$ cat config.mk
export PLATFORM = sky130hd
export DESIGN_NAME = param_updown_counter
export DESIGN_NICKNAME = d
export VERILOG_FILES = /design/src/rtl/param_updown_counter.sv
export SDC_FILE = /design/constraint.sdc
export NUM_CORES = 1
export LEC_CHECK = 0
export CORE_UTILIZATION = 62
export CTS_CLUSTER_DIAMETER = 60
export DETAILED_ROUTE_END_ITERATION = 8
export DONT_BUFFER_PORTS = 1
export GPL_TIMING_DRIVEN = 0
export MAX_ROUTING_LAYER = met4
export PLACE_DENSITY = 0.77
export SLEW_MARGIN = 20
export SYNTH_ARGS = -nofsm -noshare
export SYNTH_HDL_FRONTEND = slang
export SYNTH_SLANG_ARGS = --single-unit
$ cat constraint.sdc
create_clock -name clk -period 4.1 [get_ports clk]
set_input_delay 0.41 -clock clk [delete_from_list [all_inputs] [get_ports clk]]
set_output_delay 0.41 -clock clk [all_outputs]
set_load 0.1 [all_outputs]
$ cat src/rtl/param_updown_counter.sv
// ---------------------------------------------------------------------------
// param_updown_counter
//
// Parametrised up/down counter with a modulo limit, clock-enable prescaler,
// wrap or saturate behaviour, synchronous clear/load, a terminal-count pulse
// and a sticky overflow flag. With default parameters, counting up, wrapping
// and no clear/load, it behaves exactly like a plain 16-bit enabled counter.
//
// Parameters:
//   WIDTH      counter width in bits (2..32)
//   MAX_VALUE  highest count value, count range is 0..MAX_VALUE
//   PRESCALE   enabled cycles per count step (1..256)
//
// Ports:
//   clk         rising-edge clock
//   reset       asynchronous active-low reset
//   enable      count enable, advances the prescaler
//   clear       synchronous clear of count, prescaler, tick and tc
//   load        synchronous load of load_value (clamped to MAX_VALUE)
//   load_value  value used by load
//   up_down     1 = count up, 0 = count down
//   saturate    1 = hold at the limit, 0 = wrap around
//   ovf_clear   synchronous clear of the overflow flag
//   count       current count (registered)
//   tick        one-cycle pulse after every qualifying step
//   tc          one-cycle pulse after a step that hit a boundary
//   overflow    sticky boundary-event flag
// ---------------------------------------------------------------------------
module param_updown_counter #(
  parameter int                WIDTH     = 16,
  parameter logic [WIDTH-1:0]  MAX_VALUE = {WIDTH{1'b1}},
  parameter int                PRESCALE  = 1
) (
  input  logic             clk,
  input  logic             reset,
  input  logic             enable,
  input  logic             clear,
  input  logic             load,
  input  logic [WIDTH-1:0] load_value,
  input  logic             up_down,
  input  logic             saturate,
  input  logic             ovf_clear,
  output logic [WIDTH-1:0] count,
  output logic             tick,
  output logic             tc,
  output logic             overflow
);

  localparam logic [7:0]       PC_LAST = 8'(PRESCALE - 1);
  localparam logic [WIDTH-1:0] ZERO    = {WIDTH{1'b0}};
  localparam logic [WIDTH-1:0] ONE     = {{(WIDTH-1){1'b0}}, 1'b1};

  logic [7:0]       pc_r;
  logic [7:0]       pc_s;
  logic [WIDTH-1:0] count_r;
  logic [WIDTH-1:0] count_s;
  logic             tick_r;
  logic             tick_s;
  logic             tc_r;
  logic             tc_s;
  logic             ovf_r;
  logic             ovf_s;
  logic             step_s;
  logic             bound_s;

  // Next-state logic: clear > load > prescaled step, then flag updates.
  always_comb begin
    pc_s    = pc_r;
    count_s = count_r;
    step_s  = 1'b0;
    bound_s = 1'b0;

    if (clear) begin
      count_s = ZERO;
      pc_s    = 8'd0;
    end else if (load) begin
      count_s = (load_value > MAX_VALUE) ? MAX_VALUE : load_value;
      pc_s    = 8'd0;
    end else if (enable) begin
      if (pc_r == PC_LAST) begin
        pc_s   = 8'd0;
        step_s = 1'b1;
      end else begin
        pc_s   = pc_r + 8'd1;
      end
    end else begin
      pc_s = pc_r;
    end

    if (step_s) begin
      if (up_down) begin
        // ">=" so that an out-of-range count is treated as the upper boundary.
        if (count_r >= MAX_VALUE) begin
          bound_s = 1'b1;
          count_s = saturate ? count_r : ZERO;
        end else begin
          count_s = count_r + ONE;
        end
      end else begin
        if (count_r == ZERO) begin
          bound_s = 1'b1;
          count_s = saturate ? count_r : MAX_VALUE;
        end else begin
          count_s = count_r - ONE;
        end
      end
    end else begin
      bound_s = 1'b0;
    end

    tick_s = step_s;
    tc_s   = bound_s;

    // A boundary event on the same edge as ovf_clear keeps the flag set.
    if (bound_s) begin
      ovf_s = 1'b1;
    end else if (ovf_clear) begin
      ovf_s = 1'b0;
    end else begin
      ovf_s = ovf_r;
    end
  end

  // State and output registers with asynchronous active-low reset.
  always_ff @(posedge clk or negedge reset) begin
    if (!reset) begin
      pc_r    <= 8'd0;
      count_r <= ZERO;
      tick_r  <= 1'b0;
      tc_r    <= 1'b0;
      ovf_r   <= 1'b0;
    end else begin
      pc_r    <= pc_s;
      count_r <= count_s;
      tick_r  <= tick_s;
      tc_r    <= tc_s;
      ovf_r   <= ovf_s;
    end
  end

  assign count    = count_r;
  assign tick     = tick_r;
  assign tc       = tc_r;
  assign overflow = ovf_r;

endmodule
# After elaboration in Yosys (flattened, before gate mapping)
# Cells that the tools add are included.
word_totals:
  reg_bits: 27
  word_cells: 41
  input_bits: 24
  output_inout_bits: 19
op_classes:
  eq_ne: 2
  reduce_logical: 6
  n_lt_le_gt_ge: 2
  n_addsub: 3
  mux: 23
op_table:
  columns: ["cell", "count"]
  rows:
  - ["16-bit 2-to-1 mux", 9]
  - ["8-bit 2-to-1 mux", 4]
  - ["16-bit by 1-bit adder with 16-bit output (second input constant)", 1]
  - ["16-bit >= comparator (second input constant)", 1]
  - ["16-bit > comparator (second input constant)", 1]
  - ["16-bit zero test", 1]
  - ["16-bit by 1-bit subtractor with 16-bit output (second input constant)", 1]
  - ["1-bit 2-to-1 mux", 10]
  - ["8-bit by 1-bit adder with 8-bit output (second input constant)", 1]
  - ["8-bit zero test", 1]
  - ["4-bit != test (second input constant)", 2]
  - ["3-bit nonzero test", 2]
  - ["3-bit AND reduction", 1]
  - ["2-bit nonzero test", 1]

# Logic depth before layout (Yosys ltp)
depth:
  depth_word: 7
  depth_mapped: 10
  mapped_depth_nobuf: 8

# Worst setup path after synthesis
# OpenSTA, ideal clock, no wires.
synth_path:
  path_kind: "register to register"
  from: "register count_r[0], in the netlist count[0]"
  to: "register count_r[14], in the netlist count[14]"
  n_path_buf: 2
  path_slack_ps: 1011
  t_arrival_ps: 2965
  setup_time_ps: 123
  path_stages_with_launch: 10
  path_cell_list: "dfrtp_1 clkbuf_1 inv_1 ha_1 or4b_1 nor4_2 o21bai_1 a31oi_1 buf_2 a32o_1"
synth_between:
  elab_chain_len: 4
  word_cells_on_any_way: 11
  cone_classes: "add/sub (2); order compare (1); eq/ne (2); mux (4); reduce/logical (2)"
synth_lines:
  columns: ["item", "line_no", "rtl"]
  rows:
  - ["from (decl)", "55", "logic [WIDTH-1:0] count_r;"]
  - ["from (signal assigned)", "134", "count_r <= count_s;"]
  - ["16-bit by 1-bit subtractor with 16-bit output, or another cell as far along", "104", "count_s = count_r - ONE;"]
  - ["16-bit 2-to-1 mux, on equally long branches", "100, 93", null]
  - ["16-bit 2-to-1 mux", "91", "if (up_down) begin"]
  - ["16-bit 2-to-1 mux", "90", "if (step_s) begin"]
# Parallel ways exist; a longest one is shown, timed or not.
# A chain may end at the register's enable or synchronous reset.

# Worst setup path in the final report
layout_path:
  from: "register count_r[0], in the netlist count[0]"
  to: "register count_r[3], in the netlist count[3]"
# The elaborated chain is that of the path after synthesis.

==> flow_results.org <==
** Status
- Result of the run :: finished clean

** Worst setup path
- The worst setup path is launched from a flop.
- CP max FO :: 10
- Most numerous cell on the critical path :: sky130_fd_sc_hd__clkbuf_1
- The worst setup path is of the reg -> reg kind.
- Crit Reg-Reg Startpoint :: count[0]
- Standard cell with the maximum stage delay on the critical path :: sky130_fd_sc_hd__dfrtp_1
- FF-to-FF End :: count[3]
- Crit path arrival time :: 3.90 ns
- Critical path's largest stage delay :: between 0.7 and 0.8 ns
- Capturing element type of the critical path :: flop
- Critical path launch point :: count[0]
- CP endpoint :: count[3]
- The critical path runs through a total of 10 cells.
- The setup check on the worst reg-to-reg path leaves a slack of between 0.4 and 0.5 ns.
- Traced cell by cell, the critical path runs through clkbuf_1, inv_1, ha_1, or4b_1, nor4_2, o21bai_1, a31oi_1, clkbuf_1, nor2_1, a21oi_1.
- Data required, critical path :: ~4.3 ns
- Buf+Inv Stages, Crit Path :: 3
- Cells on worst reg2reg path :: 10
- Worst path top cell family by delay :: simple AND/OR/NAND/NOR gates

** Synth
- Number of flops mapped to enable cells by yosys :: 0
- Nets in the synthesized netlist :: 328
- The Yosys step of the flow raised 0 warnings.
- After technology mapping, the gate count stands at 299.
- Most used flip-flop cell after synthesis :: sky130_fd_sc_hd__dfrtp_1
- A synthesized cell averages 7.61 µm².
- Library cell occupying the most area in the post-synthesis netlist :: sky130_fd_sc_hd__dfrtp_1
- Synthesized flop and latch total :: 27
- Proportion of netlist area held by the largest area contributor :: 0.297
- The share of the Yosys chip area taken by registers is 0.297.
- The synthesized netlist contains 58 unique library cells.
- Cell Area, Synth :: ~2300 µm²
- Async SR Flop Fraction :: 1.00
- Top post-synthesis cells by area :: sky130_fd_sc_hd__dfrtp_1 (30%), sky130_fd_sc_hd__a21oi_1 (5.5%), sky130_fd_sc_hd__nor2_1 (4.6%), sky130_fd_sc_hd__o21ai_0 (4.6%), sky130_fd_sc_hd__nand3_1 (3.7%)

** Routing
- In this run, the number of DRC markers left after iteration 0 of detailed routing was about 280.
- Average routed wire per standard cell :: 18.7 µm
- Final routed wirelength across all metal layers :: 6560 µm
- Using the TritonRoute via totals, the vias-per-cell ratio works out to roughly 6.9.
- For this run, design rule violations remaining after detail routing come to 0.
- The routed layout has about 2400 vias.
- For this run, the detailed router's first-pass iteration total came to 5.
- The count of nets left with antenna violations once routing finished came out at 0.

** Global routing
- Total routing usage reported by global routing :: 0.364
- Entering global routing, the biggest net connects 28 pins.
- The number of antenna violations at the first check in global routing came to 0.
- The via count of the first global-routing pass was about 2200.
- The first global-routing pass estimated between 10000 and 15000 µm of wire.
- After global routing the overflow that remains totals 0.

** Clocking
- After clock tree synthesis, the clock-pin slew on the worst setup and hold paths is ~0.18 ns.
- Clock Latency Late Sink :: 0.35 ns
- The clock passes through at most 2 buffers.
- Total number of clock tree sinks :: 27
- Clock tree synthesis selected as its root buffer the cell sky130_fd_sc_hd__clkbuf_4.
- CTS tree :: yes
- Setup repair bufs after CTS :: 0
- CTS built an H-tree with a depth of 1.
- Inserted Clock Buffers :: 3

** Floorplan
- Die boundary width :: 62.6 µm
- Overall die area :: just under 4000 µm²
- The initial utilization of the core area, before any placement, comes to 0.666.
- Vertical die dimension :: 62.6 µm
- The floorplan step defined a core boundary enclosing between 3000 and 4000 µm².
- The initialized floorplan defines 21 standard-cell rows.
- Ports :: 43

** Timing
- In the final timing run, aggregate negative setup slack is 0 ns.
- Setup violations remaining at the end of the flow were counted as 0.
- Maximum clock rate :: about 270 MHz
- Worst Skew :: about 0.012 ns
- Headroom to the max-slew limit came out at 0.271.
- Slew @ Worst Pin :: about 1.1 ns
- Setup repair after global routing missed its margin :: no
- The number of max-slew violations in the final report is 0.
- Min Clock Period, post-route :: 3.68 ns
- Post-route clock period utilization :: 0.897
- Number of hold violations in the final report :: 0

** Placed design
- HPWL reported at the end of detailed placement :: between 4000 and 5000 µm
- The count of buffers added on input and output ports is 0.
- Routability-driven placement finished with a final weighted congestion of slightly below 1.
- In this run the cell area measured after placement is 2330 µm².

** Power
- VDD sags by at most approximately 0.22 mV.
- Leakage power figure :: about 0.9 nW
- The design draws ~0.78 mW.
- Power Density :: 325 nW/µm²

** Worst hold path
- Along the worst hold path, the cell count comes to 2.
- The path class of the tightest hold or removal check is in -> reg.

** Job
- The tool flagged a number of max-cap violations equal to 0.

** Cells and area
- Of the cells placed in the final design, the portion with a size suffix greater than 1 is 0.0557.
- After routing the design area is 2390 µm².
- P&R area growth vs syn :: 5.23%
- Antenna fix cells :: 0
- The net count of the finished layout is roughly 340.
- Core utilization of the finished layout :: 0.701
cell usage in the layout (no fill, tap or decap), types with 4 or more instances in the layout:
master and count:
sky130_fd_sc_hd__a21oi_1 25, sky130_fd_sc_hd__nor4_1 10, sky130_fd_sc_hd__nand3_1 17, sky130_fd_sc_hd__o21ai_0 21
sky130_fd_sc_hd__nand4_1 6, sky130_fd_sc_hd__clkbuf_1 15, sky130_fd_sc_hd__o31ai_1 8, sky130_fd_sc_hd__dfrtp_1 27
sky130_fd_sc_hd__a31oi_1 8, sky130_fd_sc_hd__ha_1 5, sky130_fd_sc_hd__nor2b_1 4, sky130_fd_sc_hd__nor2_1 28
sky130_fd_sc_hd__nand2_1 22, sky130_fd_sc_hd__nor3_1 11, sky130_fd_sc_hd__xnor2_1 4, sky130_fd_sc_hd__or3_1 5
sky130_fd_sc_hd__inv_1 16
registers in the layout (all words and copies together), names as in the netlist:
signal / cells
overflow: 1
count: 16
pc_r: 8
tc: 1
tick: 1
logic make-up (layout without fill, tap and decap cells):
logic type	after synthesis	in the layout	share of synthesized area
buffers and inverters	39	45	0.0737
flip-flops	27	27	0.297
AO/OA/AOI/OAI	101	101	0.296
adder cells (fa/ha/maj)	5	5	0.0275
AND/OR/NAND/NOR	120	120	0.279
XOR/XNOR	7	7	0.0270
synth_stat cells (all sizes together) (2+ instances only):
library cell / instances
a311o: 2
and4: 3
a22o: 3
or3: 5
nand4: 6
or4b: 2
buf: 6
nand2: 22
a31oi: 8
a31o: 2
a21oi: 25
clkinv: 2
nor3b: 2
xnor2: 4
dfrtp: 27
a22oi: 2
clkbuf: 15
o221ai: 2
nand3: 17
o211ai: 2
nor4: 11
nor2b: 4
o21bai: 2
a41oi: 2
o31ai: 8
or4: 4
nor3: 11
a32o: 2
xor2: 3
ha: 5
a221o: 2
inv: 16
nor2: 28
o22ai: 3
a21o: 2
o21ai: 23
o41ai: 3
per-layer routing:
metal / up-vias / track usage / part of all wire
met3: 8 / 0.0584 / 0.094
met1: 1118 / 0.481 / 0.43
met4: 0 / 0.140 / 0.012
li1: 1148 / - / -
met2: 138 / 0.561 / 0.46
met5: - / - / 0
timing repair:
action | 4_1_cts | 5_1_grt
endpoints found under the setup margin | 0 | 0
hold buffers | 2 | 0
resized for setup | 0 | 0
hold endpoints to repair | 27 | 0
per-stage QoR:
step,worst slack [ns],cells,hold slack (ns)
after floorplan,1.01,299,0.114
after global placement,0.548,345,0.115
after detailed placement,0.568,345,0.115
after CTS,0.533,351,0.186
after global routing,0.243,351,0.188
final,0.422,351,0.179
power by group:
| group | total [mW] | switching, mW | internal [mW] |
|---|---|---|---|
| Combinational | 0.209 | 0.134 | 0.0750 |
| Sequential | 0.434 | 0.154 | 0.280 |
| Clock | 0.134 | 0.0942 | 0.0400 |
worst min-delay path by stage:
stage | endpoint | start | slack (ns)
2_1_floorplan | count[0] | reset | 0.11
4_1_cts | count[1] | load_value[1] | 0.19
5_1_grt | count[1] | load_value[1] | 0.19
3_5_place_dp | count[14] | reset | 0.11
6_report | count[1] | load_value[1] | 0.18
3_3_place_gp | count[14] | reset | 0.11
final cells by class:
type | count | area, µm²
Fill cell | 293 | 1020
Multi-Input combinational cell | 233 | 1430
Buffer | 21 | 100
Clock buffer | 3 | 22.5
Clock inverter | 1 | 8.76
Sequential cell | 27 | 676
Inverter | 18 | 67.6
Timing Repair Buffer | 2 | 30.0
Tap cell | 46 | 57.6
(Power assumes the default switching activity.)
